**src/rtl/sndreg_snoop.sv**
```systemverilog
// sndreg_snoop: passive snooper for DMG sound-channel-1 register writes.
//
// Watches the asynchronous DMG CPU bus, filters the write strobe, and mirrors
// NR11..NR14 and NR52 into registered outputs in the clk_8m domain.
//
// Ports
//   clk_8m      in   8 MHz system clock, rising edge
//   rst         in   synchronous active-high reset
//   bus_addr    in   [15:0] CPU address bus (async)
//   bus_data    in   [7:0]  CPU data bus (async)
//   bus_wr_n    in   CPU write strobe, active low (async)
//   freq        out  [10:0] {NR14[2:0], NR13[7:0]}
//   start_sound out  one-cycle channel-1 trigger
//   duty        out  [1:0] NR11[7:6]
//   env_init    out  [3:0] NR12[7:4]
//   env_dir     out  NR12[3]
//   env_pace    out  [2:0] NR12[2:0]
//   snd_on      out  NR52[7], master sound enable
module sndreg_snoop #(
  parameter int unsigned FILT_MIN = 2
) (
  input  logic        clk_8m,
  input  logic        rst,
  input  logic [15:0] bus_addr,
  input  logic [7:0]  bus_data,
  input  logic        bus_wr_n,
  output logic [10:0] freq,
  output logic        start_sound,
  output logic [1:0]  duty,
  output logic [3:0]  env_init,
  output logic        env_dir,
  output logic [2:0]  env_pace,
  output logic        snd_on
);

  localparam logic [2:0]  FiltMin  = 3'(FILT_MIN);
  localparam logic [15:0] AddrNr11 = 16'hFF11;
  localparam logic [15:0] AddrNr12 = 16'hFF12;
  localparam logic [15:0] AddrNr13 = 16'hFF13;
  localparam logic [15:0] AddrNr14 = 16'hFF14;
  localparam logic [15:0] AddrNr52 = 16'hFF26;

  // Two-flop synchronizers. The multi-bit buses may be sampled mid-transition,
  // but they are stable throughout a real low phase, and only the last
  // low-phase sample is ever committed.
  logic [15:0] r_addr_s1, r_addr_s2;
  logic [7:0]  r_data_s1, r_data_s2;
  logic        r_wr_n_s1, r_wr_n_s2;

  // Strobe filter and last-low-phase hold register.
  logic [2:0]  r_cnt;
  logic [15:0] r_hold_addr;
  logic [7:0]  r_hold_data;

  // Mirrored register state.
  logic [10:0] r_freq;
  logic        r_start;
  logic [1:0]  r_duty;
  logic [3:0]  r_env_init;
  logic        r_env_dir;
  logic [2:0]  r_env_pace;
  logic        r_snd_on;

  logic        w_commit;
  logic [10:0] w_freq_d;
  logic        w_start_d;
  logic [1:0]  w_duty_d;
  logic [3:0]  w_env_init_d;
  logic        w_env_dir_d;
  logic [2:0]  w_env_pace_d;
  logic        w_snd_on_d;
  logic        w_dac_on;

  always_ff @(posedge clk_8m) begin
    if (rst) begin
      r_addr_s1 <= '0;
      r_addr_s2 <= '0;
      r_data_s1 <= '0;
      r_data_s2 <= '0;
      // Strobe synchronizers clear to the idle (high) level so reset itself
      // never looks like a low phase.
      r_wr_n_s1 <= 1'b1;
      r_wr_n_s2 <= 1'b1;
    end else begin
      r_addr_s1 <= bus_addr;
      r_addr_s2 <= r_addr_s1;
      r_data_s1 <= bus_data;
      r_data_s2 <= r_data_s1;
      r_wr_n_s1 <= bus_wr_n;
      r_wr_n_s2 <= r_wr_n_s1;
    end
  end

  always_ff @(posedge clk_8m) begin
    if (rst) begin
      r_cnt       <= '0;
      r_hold_addr <= '0;
      r_hold_data <= '0;
    end else if (!r_wr_n_s2) begin
      if (r_cnt != 3'd7) begin
        r_cnt <= r_cnt + 3'd1;
      end
      r_hold_addr <= r_addr_s2;
      r_hold_data <= r_data_s2;
    end else begin
      r_cnt <= '0;
    end
  end

  // The counter is zero on every high cycle except the first one after a low
  // phase, so this fires once per qualifying strobe.
  assign w_commit = r_wr_n_s2 && (r_cnt >= FiltMin);
  assign w_dac_on = ({r_env_init, r_env_dir} != 5'd0);

  always_comb begin
    w_freq_d     = r_freq;
    w_start_d    = 1'b0;
    w_duty_d     = r_duty;
    w_env_init_d = r_env_init;
    w_env_dir_d  = r_env_dir;
    w_env_pace_d = r_env_pace;
    w_snd_on_d   = r_snd_on;

    if (w_commit) begin
      if (r_hold_addr == AddrNr52) begin
        w_snd_on_d = r_hold_data[7];
        // Power-off wipes the channel registers.
        if (r_snd_on && !r_hold_data[7]) begin
          w_freq_d     = '0;
          w_duty_d     = '0;
          w_env_init_d = '0;
          w_env_dir_d  = 1'b0;
          w_env_pace_d = '0;
        end
      end else if (r_snd_on) begin
        case (r_hold_addr)
          AddrNr11: w_duty_d = r_hold_data[7:6];
          AddrNr12: begin
            w_env_init_d = r_hold_data[7:4];
            w_env_dir_d  = r_hold_data[3];
            w_env_pace_d = r_hold_data[2:0];
          end
          AddrNr13: w_freq_d[7:0] = r_hold_data;
          AddrNr14: begin
            w_freq_d[10:8] = r_hold_data[2:0];
            w_start_d      = r_hold_data[7] && w_dac_on;
          end
          default: ;
        endcase
      end
    end
  end

  always_ff @(posedge clk_8m) begin
    if (rst) begin
      r_freq     <= '0;
      r_start    <= 1'b0;
      r_duty     <= '0;
      r_env_init <= '0;
      r_env_dir  <= 1'b0;
      r_env_pace <= '0;
      r_snd_on   <= 1'b0;
    end else begin
      r_freq     <= w_freq_d;
      r_start    <= w_start_d;
      r_duty     <= w_duty_d;
      r_env_init <= w_env_init_d;
      r_env_dir  <= w_env_dir_d;
      r_env_pace <= w_env_pace_d;
      r_snd_on   <= w_snd_on_d;
    end
  end

  assign freq        = r_freq;
  assign start_sound = r_start;
  assign duty        = r_duty;
  assign env_init    = r_env_init;
  assign env_dir     = r_env_dir;
  assign env_pace    = r_env_pace;
  assign snd_on      = r_snd_on;

endmodule

```
**config.mk**
```make
export PLATFORM = sky130hd
export DESIGN_NAME = sndreg_snoop
export DESIGN_NICKNAME = d
export VERILOG_FILES = /design/src/rtl/sndreg_snoop.sv
export SDC_FILE = /design/constraint.sdc
export NUM_CORES = 1
export LEC_CHECK = 0
export BUFFER_PORTS_ARGS = -buffer_cell sky130_fd_sc_hd__buf_2
export CELL_PAD_IN_SITES_DETAIL_PLACEMENT = 1
export CELL_PAD_IN_SITES_GLOBAL_PLACEMENT = 2
export CORE_ASPECT_RATIO = 2
export CORE_MARGIN = 2
export CORE_UTILIZATION = 33
export CTS_CLUSTER_SIZE = 25
export DETAILED_ROUTE_END_ITERATION = 16
export MAX_ROUTING_LAYER = met4
export PLACE_DENSITY = 0.81
export SYNTH_ARGS = -nofsm -noshare
export SYNTH_HDL_FRONTEND = slang
export SYNTH_SLANG_ARGS = --single-unit
```
**constraint.sdc**
```tcl
create_clock -name clk_8m -period 2.4 [get_ports clk_8m]
set_input_delay 0.36 -clock clk_8m [delete_from_list [all_inputs] [get_ports clk_8m]]
set_output_delay 0.36 -clock clk_8m [all_outputs]
set_load 0.005 [all_outputs]
```
==> results of run 1 <==
==> cell type report <==
| cell class | count | area (um^2) | share of cell area (%) |
|---|---|---|---|
| timing repair buffer | 52 | 280 | 6.67 |
| inverter | 1 | 3.75 | 0.0894 |
| multi-input combinational | 192 | 1450 | 34.5 |
| clock buffer | 10 | 229 | 5.45 |
| clock inverter | 6 | 65.1 | 1.55 |
| tap | 137 | 171 | 4.08 |
| sequential | 100 | 2000 | 47.7 |
==> report_power, final <==
group	leakage (nW)	switching [mW]	internal [mW]
Combinational	0.977	0.0496	0.0618
Clock	0.142	0.601	0.808
Sequential	0.817	0.0138	1.70
Total	1.94	0.665	2.57
==> layer usage <==
layer | vias up | share of wire (%) | track usage [%]
met3 | 13 | 3.4 | 3.06
met1 | 1053 | 38 | 11.3
met2 | 43 | 55 | 22.9
met5 | - | 0 | -
met4 | 0 | 3.3 | 7.77
li1 | 1128 | - | -
==> how the worst min path moves through the flow <==
stage          cells past startpoint  slack, ns   endpoint
2_1_floorplan                      1       0.39  r_wr_n_s2
3_3_place_gp                       1       0.40  r_wr_n_s2
3_5_place_dp                       1       0.41  r_wr_n_s2
4_1_cts                            2       0.18  r_wr_n_s1
5_1_grt                            2       0.21  r_wr_n_s1
6_report                           2       0.20  r_wr_n_s1
==> kinds of logic after synthesis <==
group | after synthesis
compound gates | 9
xor+xnor | 1
fa+ha+maj | 3
buf+inv | 18
flops | 100
mux | 47
simple gates | 132
==> metrics by stage <==
stage                     instances  hold WS (ns)
after floorplan                 310         0.389
after global placement          482         0.397
after detailed placement        482         0.406
after CTS                       498         0.180
after global routing            498         0.209
final                           498         0.198
==> worst max-delay path, cell delays in order (launching register included) <==
cell and delay (ns):
dfxtp_1 0.44, or4bb_1 0.60, or4_4 0.59, nand3b_4 0.14, mux2i_1 0.08
==> registers in the layout, summed over array words and instances, names as in the netlist <==
name and flops:
r_hold_addr 16, r_cnt 3, duty 2, env_init 4, freq 11, r_addr_s2 16
r_data_s2 8, r_data_s1 8, start_sound 1, snd_on 1, r_addr_s1 16, r_wr_n_s2 1
env_dir 1, r_hold_data 8, r_wr_n_s1 1, env_pace 3
==> Yosys cell counts, types with 2 or more instances <==
cell / n
nor2_1: 25
mux2i_1: 47
buf_2: 2
nand2b_1: 24
ha_1: 3
nand2_1: 3
dfxtp_1: 100
o22ai_1: 2
nor2b_1: 48
clkbuf_1: 12
or2_2: 2
a21oi_1: 3
buf_1: 2
nand3b_4: 5
nand4_1: 5
nand3b_2: 3
nor3_1: 5
nor4_1: 2
==> impl_metrics.csv, run 1 <==
group,metric,value,unit
run_status,outcome,"finished, final reports clean",
logic_synthesis,synth_top_area_share,56.8,%
routing,wl_per_cell,12.8,um
finish,drive_gt1_share,22.4,%
routing,ant_nets,0,
clock_network,cts_inserted_buffers,9,
worst_hold_path,hp-class,"primary input to flop",
logic_synthesis,synthMuxAreaShare,13.3,%
grt,grt_max_degree,67,
finish,nNetsFinal,386,
finish,mostFrequentLayoutCells,"dfxtp_1, buf_2, nor2b_1",
routing,drc_errors,0,
logic_synthesis,synth-simple-area-share,24.6,%
sta,tns,0,ns
power,power,3.24,mW
clock_network,cts_buffer_depth,2,
sta,setup_violations,0,
logic_synthesis,syn-instance-count,310,
finish,finish.utilization,40.1,%
critical_path,cp-end-kind,"flop",
floorplanning,die-area,11600,um^2
sta,maxSlewHeadroom,56.5,%
routing,firstDrtPassIters,4,
flow_run,cap_viol_max_count,0,
logic_synthesis,async_flop_share,0,%
logic_synthesis,synthXorXnorAreaFrac,0.248,%
logic_synthesis,syn_area_per_cell,11.4,um^2
worst_hold_path,worstHoldStart,"bus_wr_n",
clock_network,post_cts_resized,0,
sta,tightest_slew,0.652,ns
critical_path,r2r_cells,4,
floorplanning,fp.dieW,77.1,um
clock_network,cts-root-buf,"clkbuf_16",
critical_path,crit_required,2.62,ns
power,power_density,771,nW/um^2
logic_synthesis,synth_seq_cells,100,
critical_path,crit_path_start,"r_hold_addr[5]",
critical_path,cp-start-kind,"flop",
clock_network,cts_setup_buffers,0,
placed_design,dp_hpwl,4440,um
grt,antenna_found_initial,0,
critical_path,endpoint,"freq[10]",
finish,layout_commonest_cell,"dfxtp_1",
logic_synthesis,synth.net_count,340,
placed_design,place_ws,0.435,ns
routing,drt-initial-drc-count,46,
finish,syn2layout_area_growth,19.0,%
sta,rsz0062_at_grt,"no",
logic_synthesis,synth_fa_ha_area_share,1.06,%
critical_path,r2r-end,"freq[10]",
clock_network,cts.sinks,100,
sta,finalCritPeriodShare,81.6,%
logic_synthesis,synth_top_family_by_area,"simple AND/OR/NAND/NOR gates",
sta,hold_viol_final,0,
logic_synthesis,synth_area,3530,um^2
routing,via_count,2237,
logic_synthesis,yosys_warnings,0,
critical_path,r2r_slack,0.44,ns
power,ir_worst_vdd,0.419,mV
floorplanning,start_util,33.7,%
floorplanning,coreArea,10500,um^2
grt,grt_pass1_vias,2301,
logic_synthesis,synthFlopType,"dfxtp_1",
sta,layout_min_cycle_time,1.96,ns
clock_network,ctsHoldBuffers,0,
critical_path,cp.arrival,2.18,ns
placed_design,dpl_cell_area,3910,um^2
finish,nFillCells,1202,
clock_network,htree_levels,3,
sta,fmax,0.510,GHz
logic_synthesis,synth_cell_types,35,
finish,antennaDiodeCount,0,
finish,stdcell_area,4200,um^2
floorplanning,rows,53,
logic_synthesis,synth_compound_area_share,1.77,%
floorplanning,ios,50,
power,leakage,1.94,nW
logic_synthesis,synthTopCellsByArea,"dfxtp_1, mux2i_1, nor2b_1",
clock_network,clk_pin_slew,0.07,ns
sta,timing.final.ws_setup,0.441,ns
clock_network,clk_latency,0.34,ns
critical_path,path_max_fanout,8,
grt,grt_pass1_wl,10800,um
logic_synthesis,synth_edf_count,0,
clock_network,cts_tree,"done",
critical_path,r2r_start,"r_hold_addr[5]",
sta,drv_slew,0,
grt,global_route.overflow_total,0,
floorplanning,fp.dieH,150,um
critical_path,crit_type,"flop to flop",
routing,drt-vias-per-instance,4.49,
logic_synthesis,yosysSeqAreaShare,56.8,%
placed_design,io_buffers,49,
logic_synthesis,synth_area_leader_cell,"dfxtp_1",
grt,grt.total_usage,12.4,%
sta,finClkSkew,0.00702,ns
routing,routed_wl,6400,um
placed_design,place_congestion,0.808,
Power figures use the tool's default switching activity.
==> inputs of run 2 (changes only) <==
--- a/config.mk
+++ b/config.mk
@@ -5,16 +5,17 @@
 export SDC_FILE = /design/constraint.sdc
 export NUM_CORES = 1
 export LEC_CHECK = 0
+export ABC_AREA = 1
 export BUFFER_PORTS_ARGS = -buffer_cell sky130_fd_sc_hd__buf_2
 export CELL_PAD_IN_SITES_DETAIL_PLACEMENT = 1
 export CELL_PAD_IN_SITES_GLOBAL_PLACEMENT = 2
 export CORE_ASPECT_RATIO = 2
 export CORE_MARGIN = 2
-export CORE_UTILIZATION = 33
+export CORE_UTILIZATION = 29
 export CTS_CLUSTER_SIZE = 25
 export DETAILED_ROUTE_END_ITERATION = 16
 export MAX_ROUTING_LAYER = met4
-export PLACE_DENSITY = 0.81
+export PLACE_DENSITY = 0.84
 export SYNTH_ARGS = -nofsm -noshare
 export SYNTH_HDL_FRONTEND = slang
 export SYNTH_SLANG_ARGS = --single-unit
==> constraint.sdc (replaced) <==
create_clock -name clk_8m -period 1.7 [get_ports clk_8m]
set_input_delay 0.255 -clock clk_8m [delete_from_list [all_inputs] [get_ports clk_8m]]
set_output_delay 0.255 -clock clk_8m [all_outputs]
set_load 0.005 [all_outputs]
==> impl_metrics.csv, run 2 <==
group,metric,value,unit
floorplanning,coreArea,12500,um^2
routing,firstDrtPassIters,4,
logic_synthesis,synth_edf_count,0,
logic_synthesis,yosysMostFrequentCell,"nor2_1",
grt,grt.total_usage,12.5,%
sta,maxSlewHeadroom,73.0,%
routing,ant_nets,0,
sta,fmax,0.637,GHz
flow_run,cap_viol_max_count,0,
grt,global_route.overflow_total,0,
logic_synthesis,yosys_warnings,0,
critical_path,cp-end-kind,"flop",
floorplanning,start_util,29.4,%
grt,grt_pass1_vias,3013,
routing,drt-initial-drc-count,52,
worst_hold_path,hp-class,"primary input to flop",
clock_network,htree_levels,3,
routing,routed_wl,7880,um
finish,syn2layout_area_growth,22.4,%
finish,multi_input_area,1320,um^2
grt,grt_max_degree,46,
placed_design,dpl_cell_area,4120,um^2
logic_synthesis,synth.net_count,526,
finish,mostFrequentLayoutCells,"nor2_1, dfxtp_1, inv_1",
logic_synthesis,synth_area,3670,um^2
floorplanning,die-area,13600,um^2
logic_synthesis,synthFlopType,"dfxtp_1",
clock_network,cts-root-buf,"clkbuf_16",
finish,drive_gt1_share,18.3,%
power,ir_worst_vdd,0.591,mV
finish,antennaDiodeCount,0,
critical_path,cp.arrival,1.81,ns
finish,layout_commonest_cell,"nor2_1",
sta,finClkSkew,0.00760,ns
grt,grt_pass1_wl,13200,um
logic_synthesis,synth_common_cells,"nor2_1, dfxtp_1, inv_1",
clock_network,ctsHoldBuffers,0,
routing,via_count,2999,
placed_design,place_ws,0.00347,ns
sta,finalCritPeriodShare,92.4,%
sta,tightest_slew,0.404,ns
finish,nFillCells,1579,
critical_path,path_max_fanout,6,
power,power_density,1040,nW/um^2
clock_network,cts_inserted_buffers,9,
logic_synthesis,syn_area_per_cell,7.41,um^2
logic_synthesis,synth_cell_types,25,
critical_path,crit_family,"simple AND/OR/NAND/NOR gates",
critical_path,cpMostUsedCell,"nand2_1",
finish,finish.utilization,36.0,%
finish,regArea,2000,um^2
floorplanning,fp.dieW,83.6,um
sta,layout_min_cycle_time,1.57,ns
grt,antenna_found_initial,0,
floorplanning,fp.dieH,163,um
critical_path,crit_type,"flop to flop",
critical_path,critPathMaxStageDelay,0.33,ns
logic_synthesis,synthTopCellsByArea,"dfxtp_1, nor2_1, inv_1",
critical_path,cp-start-kind,"flop",
finish,nNetsFinal,582,
clock_network,cts_buffer_depth,2,
logic_synthesis,async_flop_share,0,%
placed_design,place_congestion,0.813,
critical_path,crit_buf_inv,2,
clock_network,cts.sinks,100,
placed_design,io_buffers,49,
power,leakage,2.20,nW
sta,setup_violations,0,
critical_path,crit_required,1.94,ns
finish,stdcell_area,4500,um^2
routing,drt-vias-per-instance,4.24,
placed_design,dp_hpwl,5870,um
clock_network,clk_latency,0.35,ns
routing,drc_errors,0,
logic_synthesis,synth_top_area_share,54.5,%
logic_synthesis,synth_area_leader_cell,"dfxtp_1",
critical_path,cpMaxStageDelayCell,"dfxtp_1",
critical_path,path_cells,"nand2_1 -> inv_1 -> nand2_1 -> nor2_4 -> buf_6 -> nand2_1 -> nand2_4 -> nand3_2 -> nor2_1 -> nor2_1",
sta,timing.final.ws_setup,0.130,ns
routing,wl_per_cell,11.1,um
floorplanning,ios,50,
sta,hold_viol_final,0,
clock_network,cts_tree,"done",
logic_synthesis,synth_seq_cells,100,
logic_synthesis,yosysSeqAreaShare,54.5,%
sta,drv_slew,0,
logic_synthesis,syn-instance-count,496,
finish,reg_top3,"r_addr_s1 (16), r_addr_s2 (16), r_hold_addr (16)",
floorplanning,rows,58,
clock_network,clk_pin_slew,0.07,ns
run_status,outcome,"finished, final reports clean",
run 2: cell types whose count changed after synthesis, sizes merged, moves of 24 or more:
cell | previous run | this run
inv | 1 | 86
nand2 | 3 | 80
nand2b | 24 | 0
mux2i | 47 | 0
o21ai | 0 | 27
nor2 | 25 | 145
nor2b | 48 | 0
run 2: final cells by class:
class | count | share of cell area (%)
Sequential cell | 100 | 44.6
Clock inverter | 6 | 1.20
Multi-Input combinational cell | 291 | 29.4
Inverter | 87 | 7.26
Tap cell | 150 | 4.17
Clock buffer | 10 | 5.32
Timing Repair Buffer | 63 | 8.04
run 2: path summary, 6_finish.rpt:
check	from	endpoint	slack (ns)	cells past startpoint
hold / removal	bus_wr_n	r_wr_n_s1	0.09	2
setup reg to reg	r_hold_addr[9]	freq[7]	0.13	10
setup / recovery	r_hold_addr[9]	freq[7]	0.13	10
hold reg to reg	r_addr_s1[3]	r_addr_s2[3]	0.40	2
run 2: power breakdown:
part | internal (mW) | switching (mW)
Clock | 1.06 | 0.938
Combinational | 0.0877 | 0.139
Sequential | 2.43 | 0.0312
run 2: worst register-to-register path: cells and delay by family (launching register included):
kind	cells	cell delay (ns)
simple gates	8	0.94
flops	1	0.33
buf+inv	2	0.19
run 2: logic make-up (layout without fill, tap and decap cells):
| logic type | Yosys count | in the layout | share of synthesized area [%] |
|---|---|---|---|
| fa+ha+maj | 3 | 3 | 1.02 |
| simple gates | 245 | 246 | 27.3 |
| flops | 100 | 100 | 54.5 |
| buf+inv | 106 | 166 | 11.3 |
| compound gates | 42 | 42 | 5.89 |
run 2: through the flow:
step / instances / hold WS, ns / total power [mW] / setup TNS [ns]
2_1_floorplan: 496 / 0.359 / 2.66 / 0
3_3_place_gp: 689 / 0.394 / 2.73 / 0
4_1_cts: 705 / 0.0777 / 4.76 / 0
5_1_grt: 707 / 0.0965 / 4.90 / -0.00782
6_report: 707 / 0.0938 / 4.68 / 0
3_5_place_dp: 689 / 0.395 / 2.74 / 0
run 2: timing repair:
action | 4_1_cts | 5_1_grt
buffers inserted | 0 | 1
resized for setup | 1 | 16
cloned | 0 | 1
setup endpoints to repair | 6 | 19
pin swaps | 0 | 6
run 2: routing by layer:
metal	global-route usage (%)	wire length (um)	share of wire (%)	up-vias
met3	3.18	308	3.9	16
met5	-	0	0	-
li1	-	-	-	1578
met1	11.2	2890	37	1352
met2	23.5	4390	56	53
met4	6.60	291	3.7	0
==> inputs of run 3 (changes only) <==
--- a/config.mk
+++ b/config.mk
@@ -5,13 +5,12 @@
 export SDC_FILE = /design/constraint.sdc
 export NUM_CORES = 1
 export LEC_CHECK = 0
-export ABC_AREA = 1
 export BUFFER_PORTS_ARGS = -buffer_cell sky130_fd_sc_hd__buf_2
 export CELL_PAD_IN_SITES_DETAIL_PLACEMENT = 1
 export CELL_PAD_IN_SITES_GLOBAL_PLACEMENT = 2
 export CORE_ASPECT_RATIO = 2
 export CORE_MARGIN = 2
-export CORE_UTILIZATION = 29
+export CORE_UTILIZATION = 33
 export CTS_CLUSTER_SIZE = 25
 export DETAILED_ROUTE_END_ITERATION = 16
 export MAX_ROUTING_LAYER = met4
==> impl_metrics.csv, run 3 (synthesized netlist as in run 1, its figures left out) <==
group,metric,value,unit
critical_path,path_cells,"or4b_4 -> or4_4 -> nand3b_2 -> mux2i_1",
power,p_seq_share,51.4,%
finish,nFillCells,1228,
sta,timing.final.ws_setup,-0.131,ns
clock_network,cts_tree,"done",
grt,grt.total_usage,13.6,%
sta,tns,-2.14,ns
finish,nNetsFinal,404,
power,p_switching,0.946,mW
grt,antenna_found_initial,0,
run_status,violations,"setup timing",
placed_design,dp_hpwl,4930,um
floorplanning,fp.dieH,150,um
sta,finalCritPeriodShare,108,%
sta,setup_violations,21,
routing,ant_nets,0,
sta,tightest_slew,0.443,ns
floorplanning,start_util,33.7,%
sta,rsz0062_at_grt,"yes",
sta,fmax,0.546,GHz
finish,syn2layout_area_growth,25.9,%
grt,grt_max_degree,58,
flow_run,cap_viol_max_count,0,
finish,mostFrequentLayoutCells,"dfxtp_1, buf_2, nor2b_1",
finish,stdcell_area,4440,um^2
finish,layout_commonest_cell,"dfxtp_1",
clock_network,clk_latency,0.34,ns
floorplanning,coreArea,10500,um^2
critical_path,r2r_slack,-0.13,ns
critical_path,cp-end-kind,"flop",
critical_path,crit_required,1.92,ns
placed_design,dpl_cell_area,4080,um^2
routing,wl_per_cell,13.5,um
floorplanning,die-area,11600,um^2
run_status,outcome,"finished with violations",
finish,drive_gt1_share,29.0,%
routing,firstDrtPassIters,3,
critical_path,cpMaxStageDelayCell,"or4_4",
clock_network,htree_levels,3,
critical_path,cp-start-kind,"flop",
routing,drt-initial-drc-count,81,
clock_network,clk_pin_slew,0.07,ns
grt,grt_pass1_vias,2485,
sta,maxSlewHeadroom,70.5,%
placed_design,place_congestion,0.786,
floorplanning,ios,50,
sta,hold_viol_final,0,
sta,drv_slew,0,
sta,layout_min_cycle_time,1.83,ns
finish,multi_input_area,1480,um^2
grt,grt_pass1_wl,11700,um
floorplanning,fp.dieW,77.1,um
critical_path,cp.arrival,2.05,ns
power,switching_share,20.1,%
critical_path,critPathMaxStageDelay,0.63,ns
power,internal-power,3.77,mW
finish,antennaDiodeCount,0,
finish,regArea,2010,um^2
sta,holdWs,0.102,ns
clock_network,cts.sinks,100,
placed_design,placedCellCount,499,
critical_path,crit_type,"flop to flop",
critical_path,path_max_fanout,8,
sta,finClkSkew,0.00584,ns
finish,stdcell_count,516,
placed_design,place_ws,-0.122,ns
clock_network,cts_inserted_buffers,9,
power,pwr-share-comb,3.7,%
finish,reg_top3,"r_addr_s1 (16), r_addr_s2 (16), r_hold_addr (16)",
clock_network,ctsHoldBuffers,0,
worst_hold_path,hp-class,"primary input to flop",
routing,drc_errors,0,
routing,drt-vias-per-instance,4.50,
floorplanning,rows,53,
power,clkPwrFrac,45.0,%
grt,global_route.overflow_total,0,
power,ir_worst_vdd,0.535,mV
routing,routed_wl,6970,um
routing,via_count,2323,
placed_design,io_buffers,49,
power,leakage,2.08,nW
power,power_density,1060,nW/um^2
clock_network,cts-root-buf,"clkbuf_16",
clock_network,cts_buffer_depth,2,
## run 3: critical path, delay by kind of cell, from the launching register on
family        cells  cell delay [ns]
flops             1             0.32
simple gates      3             1.30
mux               1             0.09
## run 3: cell type report
| cell class | instances | share of cell area [%] |
|---|---|---|
| Sequential cell | 100 | 45.2 |
| Multi-Input combinational cell | 192 | 33.3 |
| Timing Repair Buffer | 70 | 10.2 |
| Clock buffer | 12 | 6.00 |
| Tap cell | 137 | 3.86 |
| Clock inverter | 4 | 1.27 |
| Inverter | 1 | 0.0846 |
## run 3: routing by layer
| metal | vias to the layer above | track usage, % | part of all wire [%] |
|---|---|---|---|
| li1 | 1159 | - | - |
| met1 | 1114 | 12.8 | 37 |
| met2 | 41 | 25.4 | 57 |
| met3 | 9 | 3.42 | 3.6 |
| met4 | 0 | 6.43 | 2.0 |
| met5 | - | - | 0 |
## run 3: worst paths after layout
kind,cells after the start,start,end
worst max-delay path,4,r_hold_addr[6],freq[5]
worst min-delay path,2,bus_wr_n,r_wr_n_s1
worst min register to register,1,r_wr_n_s1,r_wr_n_s2
worst max register to register,4,r_hold_addr[6],freq[5]
## run 3: power groups by stage
stage / clock network, mW / registers (mW) / logic, mW
2_1_floorplan: 0 / 2.47 / 0.115
4_1_cts: 2.19 / 2.42 / 0.177
6_report: 2.12 / 2.42 / 0.173
3_5_place_dp: 0 / 2.48 / 0.176
5_1_grt: 2.28 / 2.43 / 0.193
3_3_place_gp: 0 / 2.47 / 0.171
## run 3: what timing repair did
item,4_1_cts,5_1_grt
endpoints found under the setup margin,22,23
gates resized for setup,2,6
buffers inserted,0,1
pin swaps,2,3
## run 3: stage by stage
stage,power [mW],util [%]
3_5_place_dp,2.65,38.9
5_1_grt,4.91,42.4
4_1_cts,4.80,42.1
3_3_place_gp,2.65,38.9
6_report,4.72,42.4
2_1_floorplan,2.59,-
